[config.mk]
export PLATFORM = sky130hd
export DESIGN_NAME = matrix_3x3_window_8bit
export DESIGN_NICKNAME = d
export VERILOG_FILES = /design/src/rtl/vip_pkg.sv /design/src/rtl/sync_delay_2.sv /design/src/rtl/matrix_3x3_window_8bit.sv
export SDC_FILE = /design/constraint.sdc
export NUM_CORES = 1
export LEC_CHECK = 0
export ABC_AREA = 1
export BUFFER_PORTS_ARGS = -buffer_cell sky130_fd_sc_hd__buf_2
export CORE_UTILIZATION = 44
export CTS_BUF_LIST = sky130_fd_sc_hd__clkbuf_2
export DETAILED_ROUTE_END_ITERATION = 6
export HOLD_SLACK_MARGIN = 0.1
export PLACE_DENSITY_LB_ADDON = 0.1
export SETUP_SLACK_MARGIN = 0.2
export SLEW_MARGIN = 20
export SYNTH_ARGS = -nofsm -noshare
export SYNTH_HDL_FRONTEND = slang
export SYNTH_SLANG_ARGS = --single-unit
[constraint.sdc]
create_clock -name clock -period 1.7 [get_ports clock]
set_input_delay 0.085 -clock clock [delete_from_list [all_inputs] [get_ports clock]]
set_output_delay 0.085 -clock clock [all_outputs]
set_load 0.005 [all_outputs]
[src/rtl/vip_pkg.sv]
// Shared types and sizes for the edge-detection VIP chain.
// The window struct is also consumed by the Sobel gradient stage.
package vip_pkg;

    localparam int PIX_W = 8;
    localparam int CNT_W = 11;

    typedef struct packed {
        logic [PIX_W-1:0] p11;
        logic [PIX_W-1:0] p12;
        logic [PIX_W-1:0] p13;
        logic [PIX_W-1:0] p21;
        logic [PIX_W-1:0] p22;
        logic [PIX_W-1:0] p23;
        logic [PIX_W-1:0] p31;
        logic [PIX_W-1:0] p32;
        logic [PIX_W-1:0] p33;
    } win3x3_t;

    typedef struct packed {
        logic vsync;
        logic href;
        logic clken;
    } sync_t;

endpackage

[src/rtl/sync_delay_2.sv]
// Two-stage delay of the {vsync, href, clken} frame syncs, exposing both taps
// so a stage can use the aligned syncs and the outgoing syncs side by side.
module sync_delay_2
    import vip_pkg::*;
(
    input  logic  clock,
    input  logic  reset,
    input  sync_t sync_p0,
    output sync_t sync_p1,
    output sync_t sync_p2
);

    always_ff @(posedge clock) begin
        if (reset) begin
            sync_p1 <= '0;
            sync_p2 <= '0;
        end else begin
            sync_p1 <= sync_p0;
            sync_p2 <= sync_p1;
        end
    end

endmodule

[src/rtl/matrix_3x3_window_8bit.sv]
// Assembles a sliding 3x3 pixel window from the current row and two line-buffer
// taps, with 2-cycle delay-matched syncs and a valid flag masking border windows.
module matrix_3x3_window_8bit
    import vip_pkg::*;
#(
    parameter int DATA_W = 8,
    parameter int CNT_W  = 11
) (
    input  logic              clock,
    input  logic              reset,
    input  logic              per_frame_vsync,
    input  logic              per_frame_href,
    input  logic              per_img_clken,
    input  logic [DATA_W-1:0] per_img_y,
    input  logic [DATA_W-1:0] taps0x,
    input  logic [DATA_W-1:0] taps1x,
    output logic              post_frame_vsync,
    output logic              post_frame_href,
    output logic              post_img_clken,
    output logic              post_win_valid,
    output logic [DATA_W-1:0] matrix_p11,
    output logic [DATA_W-1:0] matrix_p12,
    output logic [DATA_W-1:0] matrix_p13,
    output logic [DATA_W-1:0] matrix_p21,
    output logic [DATA_W-1:0] matrix_p22,
    output logic [DATA_W-1:0] matrix_p23,
    output logic [DATA_W-1:0] matrix_p31,
    output logic [DATA_W-1:0] matrix_p32,
    output logic [DATA_W-1:0] matrix_p33
);

    if (DATA_W != PIX_W) begin : g_bad_width
        $error("matrix_3x3_window_8bit: DATA_W must equal PIX_W");
    end

    function automatic logic [CNT_W-1:0] sat_inc(input logic [CNT_W-1:0] v);
        return (&v) ? v : v + 1'b1;
    endfunction

    sync_t             sync_p0;
    sync_t             sync_p1;
    sync_t             sync_p2;
    logic [DATA_W-1:0] row3_p1;
    logic              hist_p1;
    logic              hist_p2;
    win3x3_t           win_p2;
    logic              vld_p2;
    logic [CNT_W-1:0]  row_cnt;
    logic [CNT_W-1:0]  col_cnt;
    logic              frame_locked;
    logic              vsync_rise;
    logic              href_fall;

    assign sync_p0 = {per_frame_vsync, per_frame_href, per_img_clken};

    sync_delay_2 u_sync_delay (
        .clock   (clock),
        .reset   (reset),
        .sync_p0 (sync_p0),
        .sync_p1 (sync_p1),
        .sync_p2 (sync_p2)
    );

    // Stage p1: current-row pixel aligned with the line-buffer taps.
    always_ff @(posedge clock) begin
        if (reset) begin
            row3_p1 <= '0;
        end else begin
            row3_p1 <= per_img_y;
        end
    end

    // Edges compare p1 against p2; p2 holds real history only two clocks after
    // reset, otherwise a vsync held high through reset would look like a rise.
    always_ff @(posedge clock) begin
        if (reset) begin
            hist_p1 <= 1'b0;
            hist_p2 <= 1'b0;
        end else begin
            hist_p1 <= 1'b1;
            hist_p2 <= hist_p1;
        end
    end

    assign vsync_rise = hist_p2 & sync_p1.vsync & ~sync_p2.vsync;
    assign href_fall  = hist_p2 & ~sync_p1.href & sync_p2.href;

    always_ff @(posedge clock) begin
        if (reset) begin
            row_cnt      <= '0;
            col_cnt      <= '0;
            frame_locked <= 1'b0;
        end else if (vsync_rise) begin
            row_cnt      <= '0;
            col_cnt      <= '0;
            frame_locked <= 1'b1;
        end else if (href_fall) begin
            row_cnt <= sat_inc(row_cnt);
            col_cnt <= '0;
        end else if (sync_p1.href && sync_p1.clken) begin
            col_cnt <= sat_inc(col_cnt);
        end
    end

    // Stage p2: window shift and border-masked valid.
    always_ff @(posedge clock) begin
        if (reset) begin
            win_p2 <= '0;
            vld_p2 <= 1'b0;
        end else begin
            vld_p2 <= sync_p1.clken && frame_locked &&
                      (row_cnt >= CNT_W'(2)) && (col_cnt >= CNT_W'(2));
            if (!sync_p1.href) begin
                win_p2 <= '0;
            end else if (sync_p1.clken) begin
                win_p2.p11 <= win_p2.p12;
                win_p2.p12 <= win_p2.p13;
                win_p2.p13 <= taps1x;
                win_p2.p21 <= win_p2.p22;
                win_p2.p22 <= win_p2.p23;
                win_p2.p23 <= taps0x;
                win_p2.p31 <= win_p2.p32;
                win_p2.p32 <= win_p2.p33;
                win_p2.p33 <= row3_p1;
            end
        end
    end

    assign post_frame_vsync = sync_p2.vsync;
    assign post_frame_href  = sync_p2.href;
    assign post_img_clken   = sync_p2.clken;
    assign post_win_valid   = vld_p2;

    assign matrix_p11 = win_p2.p11;
    assign matrix_p12 = win_p2.p12;
    assign matrix_p13 = win_p2.p13;
    assign matrix_p21 = win_p2.p21;
    assign matrix_p22 = win_p2.p22;
    assign matrix_p23 = win_p2.p23;
    assign matrix_p31 = win_p2.p31;
    assign matrix_p32 = win_p2.p32;
    assign matrix_p33 = win_p2.p33;

endmodule

==> flow_summary_export.csv, run 1 <==
group,metric,value,unit
outcome,status,"complete, no violations",
finish,drive_above_1_share,0.218,
die,die_area,10100,sq um
placed_design,dp_hpwl,6440,microns
power,total_leakage_power,2.31,nW
global_route,grt_antenna_before_repair,0,
placed_design,globalplace.congestion,0.887,
sta,hold_viol_final,0,
placed_design,io_buffers,104,
synthesis,synth_area,4290,sq um
sta,finalCritPeriodShare,0.813,
critical_path,critPathBufInv,0,
min_path,hold_path_class,"input pin to flop",
critical_path,cpMostUsedCell,"nor2_2",
die,rows,35,
critical_path,cp_top_family,"simple AND/OR/NAND/NOR gates",
synthesis,synth_nets,602,
sta,setup_ws,0.317,ns
die,initial_core_util,0.460,
min_path,whs_endpoint,"matrix_p13[1]",
finish,mostFrequentLayoutCell,"nand2_1",
clocking,clk-insertion-delay-late,0.58,ns
power,max-vdd-ir-drop,0.000514,V
sta,fin_setup_tns,0,ns
synthesis,syn_inst,569,
critical_path,end_kind,"flop",
global_route,grt_max_degree,73,
finish,diodes,0,
sta,slew_headroom,0.736,
drt,drcViolationCount,0,
power,clockPowerShare,0.286,
critical_path,crit_path_max_incr_delay,0.41,ns
power,powerDensity,761,nW/um^2
critical_path,reg2reg_depth,8,
min_path,min_path_cells,4,
sta,rsz0062_at_grt,"false",
die,core,9330,sq um
global_route,track_usage,0.205,
finish,mostFrequentLayoutCells,"nand2_1 (202), dfxtp_1 (107), buf_2 (104), a21oi_1 (87), inv_1 (40)",
finish,instances_no_fill,835,
finish,finish.instance_area,5450,sq um
die,fp.dieW,101,microns
critical_path,start_kind,"flop",
clocking,ctsLongestPathBuffers,2,
sta,fin_crit,1.38,ns
drt,vias,3932,
placed_design,placed_cell_area,4930,sq um
critical_path,worstPathCellList,"ha_1 > nand2_2 > nor2_4 > nand3_4 > nand2_4 > nor2_2 > nor2_1 > nor2_2",
critical_path,regToRegSetupSlack,0.32,ns
die,die_y,101,microns
clocking,cts_tree,"yes",
drt,drtIter0Drc,116,
critical_path,cp_max_fo,10,
clocking,htreeDepth,3,
drt,ant_nets,0,
clocking,cts_root_buffer,"clkbuf_2",
drt,via_per_inst,4.71,
global_route,overflow,0,
finish,final_net_count,734,
power,switching_share,0.238,
sta,fmaxAchievable,723,MHz
synthesis,avgSynthCellArea,7.54,sq um
job,max_cap_violations,0,
synthesis,ys_ff_latch,112,
synthesis,synth_seq_area_share,0.523,
min_path,min_from,"taps1x[1]",
drt,routed_wl,9760,microns
power,sequentialPowerShare,0.647,
power,combPwrFrac,0.068,
clocking,clock_sinks,112,
synthesis,synth_edf_count,0,
synthesis,postSynth.asyncResetShare,0,
power,p_sw,0.987,mW
global_route,first_global_vias,3851,
critical_path,reg2reg_to,"row_cnt[9]",
placed_design,pre_cts_ws,0.276,ns
critical_path,critPathRequiredTime,2.20,ns
power,p_int,3.16,mW
drt,first_pass_iters,4,
sta,tightestPinTransition,0.395,ns
finish,area_growth,26.9,%
clocking,clkTransAtPathRegs,0.27,ns
synthesis,synth_cell_type_count,29,
critical_path,reg2reg_from,"row_cnt[0]",
finish,final_core_util,0.584,
drt,wl_per_cell,11.7,microns
synthesis,synth-main-ff-cell,"dfxtp_1",
clocking,cts_buffers,9,
sta,drv_slew,0,
sta,skew,0.0250,ns
critical_path,crit_type,"flop to flop",
die,pin_count,105,
sta,setup_violations,0,
placed_design,place_inst,780,
critical_path,arrival,1.89,ns
critical_path,crit_slowest_cell,"dfxtp_2",
global_route,grt_pass1_wl,16500,microns
synthesis,ys_warn_count,0,
==> timing repair <==
action | CTS | global route
hold buffers | 39 | 0
buffers inserted | 0 | 0
endpoints found under the setup margin | 0 | 18
hold endpoints to repair | 39 | 0
resized for setup | 0 | 7
==> cells by family (layout without fill, tap and decap cells) <==
group                      after synthesis  in the layout  share of synthesized area
buffers and inverters                   74            211                     0.0697
adders and majority gates                4              4                     0.0117
xor gates and xnor gates                 6              6                     0.0122
and+or+nand+nor                        281            281                      0.276
AOI/OAI and AO/OA                       92             92                      0.108
DFF                                    112            112                      0.523
==> worst min-delay path: stages <==
cell	delay [ns]
dlygate4sd3_1	0.52
buf_2	0.11
nand2_1	0.05
a21oi_1	0.06
==> routing by layer <==
metal,up-vias,track usage,part of all wire
li1,2052,-,-
met1,1797,0.236,0.45
met2,73,0.357,0.48
met3,10,0.0687,0.059
met4,0,0.0647,0.012
met5,-,0,0
==> how the worst max path moves through the flow <==
| stage | startpoint | endpoint | slack (ns) | cells after the start |
|---|---|---|---|---|
| 5_1_grt | col_cnt[1] | col_cnt[8] | 0.21 | 7 |
| 3_5_place_dp | row_cnt[1] | row_cnt[9] | 0.28 | 8 |
| 3_3_place_gp | row_cnt[1] | row_cnt[7] | 0.35 | 8 |
| 6_report | row_cnt[0] | row_cnt[9] | 0.32 | 8 |
| 4_1_cts | col_cnt[1] | col_cnt[1] | 0.26 | 8 |
| 2_1_floorplan | col_cnt[1] | col_cnt[1] | 0.43 | 8 |
==> power groups by stage <==
stage / clock network, mW / registers (mW) / logic (mW)
floorplan: 0 / 2.72 / 0.130
global placement: 0 / 2.73 / 0.212
detailed placement: 0 / 2.73 / 0.213
CTS: 1.26 / 2.68 / 0.280
global route: 1.34 / 2.69 / 0.311
finish: 1.18 / 2.68 / 0.280
==> state kept, by name, summed over array words and instances, names as in the netlist <==
name	count
matrix_p22	8
matrix_p12	8
frame_locked	1
matrix_p21	8
matrix_p13	8
col_cnt	11
matrix_p32	8
u_sync_delay.sync_p2	3
matrix_p33	8
matrix_p11	8
u_sync_delay.sync_p1	3
post_win_valid	1
matrix_p31	8
row_cnt	11
hist_p1	1
matrix_p23	8
hist_p2	1
row3_p1	8
==> Yosys cell counts (2+ instances only) <==
| cell | number | share of area |
|---|---|---|
| nand2_1 | 202 | 0.18 |
| dfxtp_1 | 112 | 0.52 |
| a21oi_1 | 87 | 0.10 |
| inv_1 | 41 | 0.036 |
| nor2_1 | 37 | 0.032 |
| clkbuf_1 | 15 | 0.013 |
| buf_2 | 11 | 0.013 |
| nand3_1 | 10 | 0.012 |
| nand4_1 | 8 | 0.012 |
| inv_2 | 6 | 0.0052 |
| nor2_2 | 6 | 0.0087 |
| xor2_1 | 5 | 0.010 |
| ha_1 | 4 | 0.012 |
| nor3_1 | 4 | 0.0047 |
| nand2_2 | 3 | 0.0044 |
| nand2_4 | 2 | 0.0052 |
| nor2_4 | 2 | 0.0052 |
| nor4_1 | 2 | 0.0029 |
| o21ai_0 | 2 | 0.0023 |
==> per-stage QoR <==
stage | total power [mW] | hold WS [ns]
final | 4.14 | 0.254
after detailed placement | 2.94 | 0.299
after floorplan | 2.85 | 0.192
after global routing | 4.34 | 0.195
after global placement | 2.94 | 0.292
after CTS | 4.22 | 0.194
==> area by class of cell <==
cell class / instances / area (sq um)
Fill cell: 910 / 3880
Clock inverter: 4 / 53.8
Tap cell: 129 / 161
Sequential cell: 112 / 2250
Multi-Input combinational cell: 383 / 1760
Clock buffer: 12 / 60.1
Inverter: 47 / 176
Timing Repair Buffer: 148 / 986
No activity file was read; power rests on OpenSTA's default activity.
==> inputs of run 2 (changes only) <==
- ABC_AREA: 1 -> 0
- clock period: 1.7 -> 1.3 ns (I/O delays scaled with it)
==> flow_summary_export.csv, run 2 <==
group,metric,value,unit
die,core,9200,sq um
drt,vias,4119,
die,fp.dieW,99.1,microns
synthesis,synth.largest_area_cell,"dfxtp_1",
drt,drtIter0Drc,169,
job,max_cap_violations,0,
sta,rsz0062_at_grt,"true",
synthesis,syn_inst,408,
critical_path,crit_type,"flop to flop",
finish,drive_above_1_share,0.670,
clocking,clock_sinks,112,
synthesis,synth_cell_type_count,39,
min_path,min_path_cells,3,
synthesis,synth_area_leaders,"dfxtp_1 (54%), mux2i_1 (17%), nor2_1 (8.0%)",
clocking,cts_root_buffer,"clkbuf_2",
critical_path,reg2reg_from,"col_cnt[5]",
sta,finalCritPeriodShare,1.15,
sta,tightestPinTransition,0.452,ns
clocking,htreeDepth,3,
synthesis,ys_ff_latch,112,
finish,finish.instance_area,7600,sq um
power,total_leakage_power,3.17,nW
drt,routed_wl,14400,microns
drt,wl_per_cell,18.4,microns
placed_design,placed_cell_area,5160,sq um
die,pin_count,105,
finish,mostFrequentLayoutCell,"dfxtp_2",
synthesis,synth_edf_count,0,
drt,drcViolationCount,0,
global_route,first_global_vias,4079,
clocking,clk-insertion-delay-late,0.58,ns
critical_path,reg2reg_depth,5,
synthesis,synth_nets,441,
sta,setup_ws,-0.199,ns
finish,fillCellCount,496,
die,die_area,9810,sq um
synthesis,postSynth.asyncResetShare,0,
placed_design,io_buffers,104,
finish,mostFrequentLayoutCells,"dfxtp_2 (89), buf_4 (85), mux2i_1 (71), buf_2 (65), buf_6 (60)",
synthesis,avgSynthCellArea,10.2,sq um
die,die_y,99.1,microns
placed_design,dp_hpwl,6220,microns
global_route,grt_pass1_wl,20500,microns
drt,first_pass_iters,4,
drt,ant_nets,0,
global_route,grt_max_degree,19,
critical_path,end_kind,"flop",
outcome,status,"complete, but fails checks",
sta,skew,0.0342,ns
placed_design,place_inst,636,
sta,hold_viol_final,0,
critical_path,reg2reg_to,"col_cnt[3]",
placed_design,globalplace.congestion,0.896,
min_path,whs_endpoint,"u_sync_delay.sync_p2[2]",
critical_path,start_kind,"flop",
sta,fin_hold_ws,0.165,ns
synthesis,synth-main-ff-cell,"dfxtp_1",
synthesis,ys_warn_count,0,
outcome,violations,"negative setup slack",
synthesis,synth_area,4150,sq um
clocking,cts_tree,"yes",
finish,top_regs,"col_cnt (11), row_cnt (11)",
sta,fin_setup_tns,-4.00,ns
critical_path,arrival,2.02,ns
global_route,overflow,0,
finish,area_growth,83.3,%
sta,drv_slew,0,
synthesis,synth_seq_area_share,0.541,
clocking,clkTransAtPathRegs,0.30,ns
clocking,cts_buffers,9,
finish,diodes,0,
sta,fin_crit,1.50,ns
synthesis,synth_most_common_cell,"dfxtp_1",
min_path,hold_path_class,"input pin to flop",
critical_path,regToRegSetupSlack,-0.20,ns
min_path,min_from,"reset",
power,max-vdd-ir-drop,0.000593,V
global_route,track_usage,0.268,
critical_path,critPathRequiredTime,1.82,ns
finish,instances_no_fill,784,
critical_path,cp_max_fo,5,
finish,final_net_count,702,
die,rows,35,
sta,slew_headroom,0.699,
drt,via_per_inst,5.25,
synthesis,yosysTopAreaCellShare,0.541,
power,powerDensity,764,nW/um^2
sta,setup_violations,48,
synthesis,synth_common_cells,"dfxtp_1 (112), nor2_1 (88), mux2i_1 (72), nor2b_1 (14), clkbuf_1 (13)",
global_route,grt_antenna_before_repair,0,
clocking,ctsLongestPathBuffers,2,
sta,fmaxAchievable,667,MHz
die,initial_core_util,0.451,
-- run 2: cell count changes after synthesis, sizes merged, moves of 4 or more --
cell / before / now
a211oi: 0 / 4
xor2: 5 / 1
buf: 12 / 8
nor2b: 0 / 14
a21oi: 87 / 9
inv: 47 / 6
a31oi: 1 / 7
mux2i: 0 / 72
nor2: 45 / 88
nand2: 207 / 8
or3: 1 / 5
-- run 2: repair_timing --
item                                    CTS  global route
cloned                                   11             1
pin swaps                                65            20
gates resized for setup                 201            97
buffers inserted                         64            18
hold endpoints to repair                 50             0
endpoints found under the setup margin  130           180
hold buffers                             39             0
-- run 2: layer usage --
| metal | track usage | part of all wire | wire length (microns) | vias to the layer above |
|---|---|---|---|---|
| met5 | 0 | 0 | 0 | - |
| met4 | 0.135 | 0.035 | 509 | 0 |
| met3 | 0.0582 | 0.042 | 609 | 42 |
| met2 | 0.473 | 0.51 | 7360 | 141 |
| met1 | 0.306 | 0.41 | 5910 | 1989 |
| li1 | - | - | - | 1947 |
-- run 2: critical path, stage by stage, from the launching register on --
cell and delay (ns):
dfxtp_2 0.48, nand4_1 0.16, buf_4 0.20, nor3_4 0.26, o21ai_0 0.20, a21oi_2 0.15
-- run 2: logic make-up (layout without fill, tap and decap cells) --
| family | count (synthesis) | count (layout) | synth area share |
|---|---|---|---|
| multiplexers | 72 | 72 | 0.174 |
| XOR/XNOR | 5 | 5 | 0.0106 |
| AO/OA/AOI/OAI | 36 | 36 | 0.0583 |
| adder cells (fa/ha/maj) | 4 | 4 | 0.0121 |
| AND/OR/NAND/NOR | 152 | 152 | 0.176 |
| flip-flops | 112 | 112 | 0.541 |
| buffers and inverters | 27 | 292 | 0.0284 |
-- run 2: final cells by class --
class | count | area [sq um] | area share
Inverter | 6 | 22.5 | 0.00296
Clock buffer | 9 | 45.0 | 0.00593
Timing Repair Buffer | 271 | 2560 | 0.337
Clock inverter | 6 | 68.8 | 0.00906
Tap cell | 111 | 139 | 0.0183
Multi-Input combinational cell | 269 | 2380 | 0.314
Sequential cell | 112 | 2380 | 0.313
-- run 2: through the flow --
stage	power [mW]	utilization	worst slack (ns)
2_1_floorplan	3.78	-	-0.104
3_3_place_gp	3.90	0.561	-0.0416
6_report	5.80	0.826	-0.199
5_1_grt	6.01	0.826	-0.244
3_5_place_dp	3.90	0.561	-0.0871
4_1_cts	5.75	0.767	-0.123
-- run 2: report_power, final --
| group | switching [mW] | internal (mW) | total [mW] |
|---|---|---|---|
| registers | 0.0250 | 3.47 | 3.50 |
| logic | 0.297 | 0.411 | 0.707 |
| clock network | 1.16 | 0.445 | 1.60 |
-- run 2: worst max path at each step --
stage	start	end	slack, ns	cells past startpoint
after floorplan	u_sync_delay.sync_p1[1]	row_cnt[3]	-0.10	5
after CTS	u_sync_delay.sync_p1[1]	row_cnt[3]	-0.12	4
after global placement	u_sync_delay.sync_p2[2]	col_cnt[4]	-0.04	4
after global routing	col_cnt[5]	col_cnt[3]	-0.24	5
final	col_cnt[5]	col_cnt[3]	-0.20	5
after detailed placement	u_sync_delay.sync_p2[2]	col_cnt[4]	-0.09	4
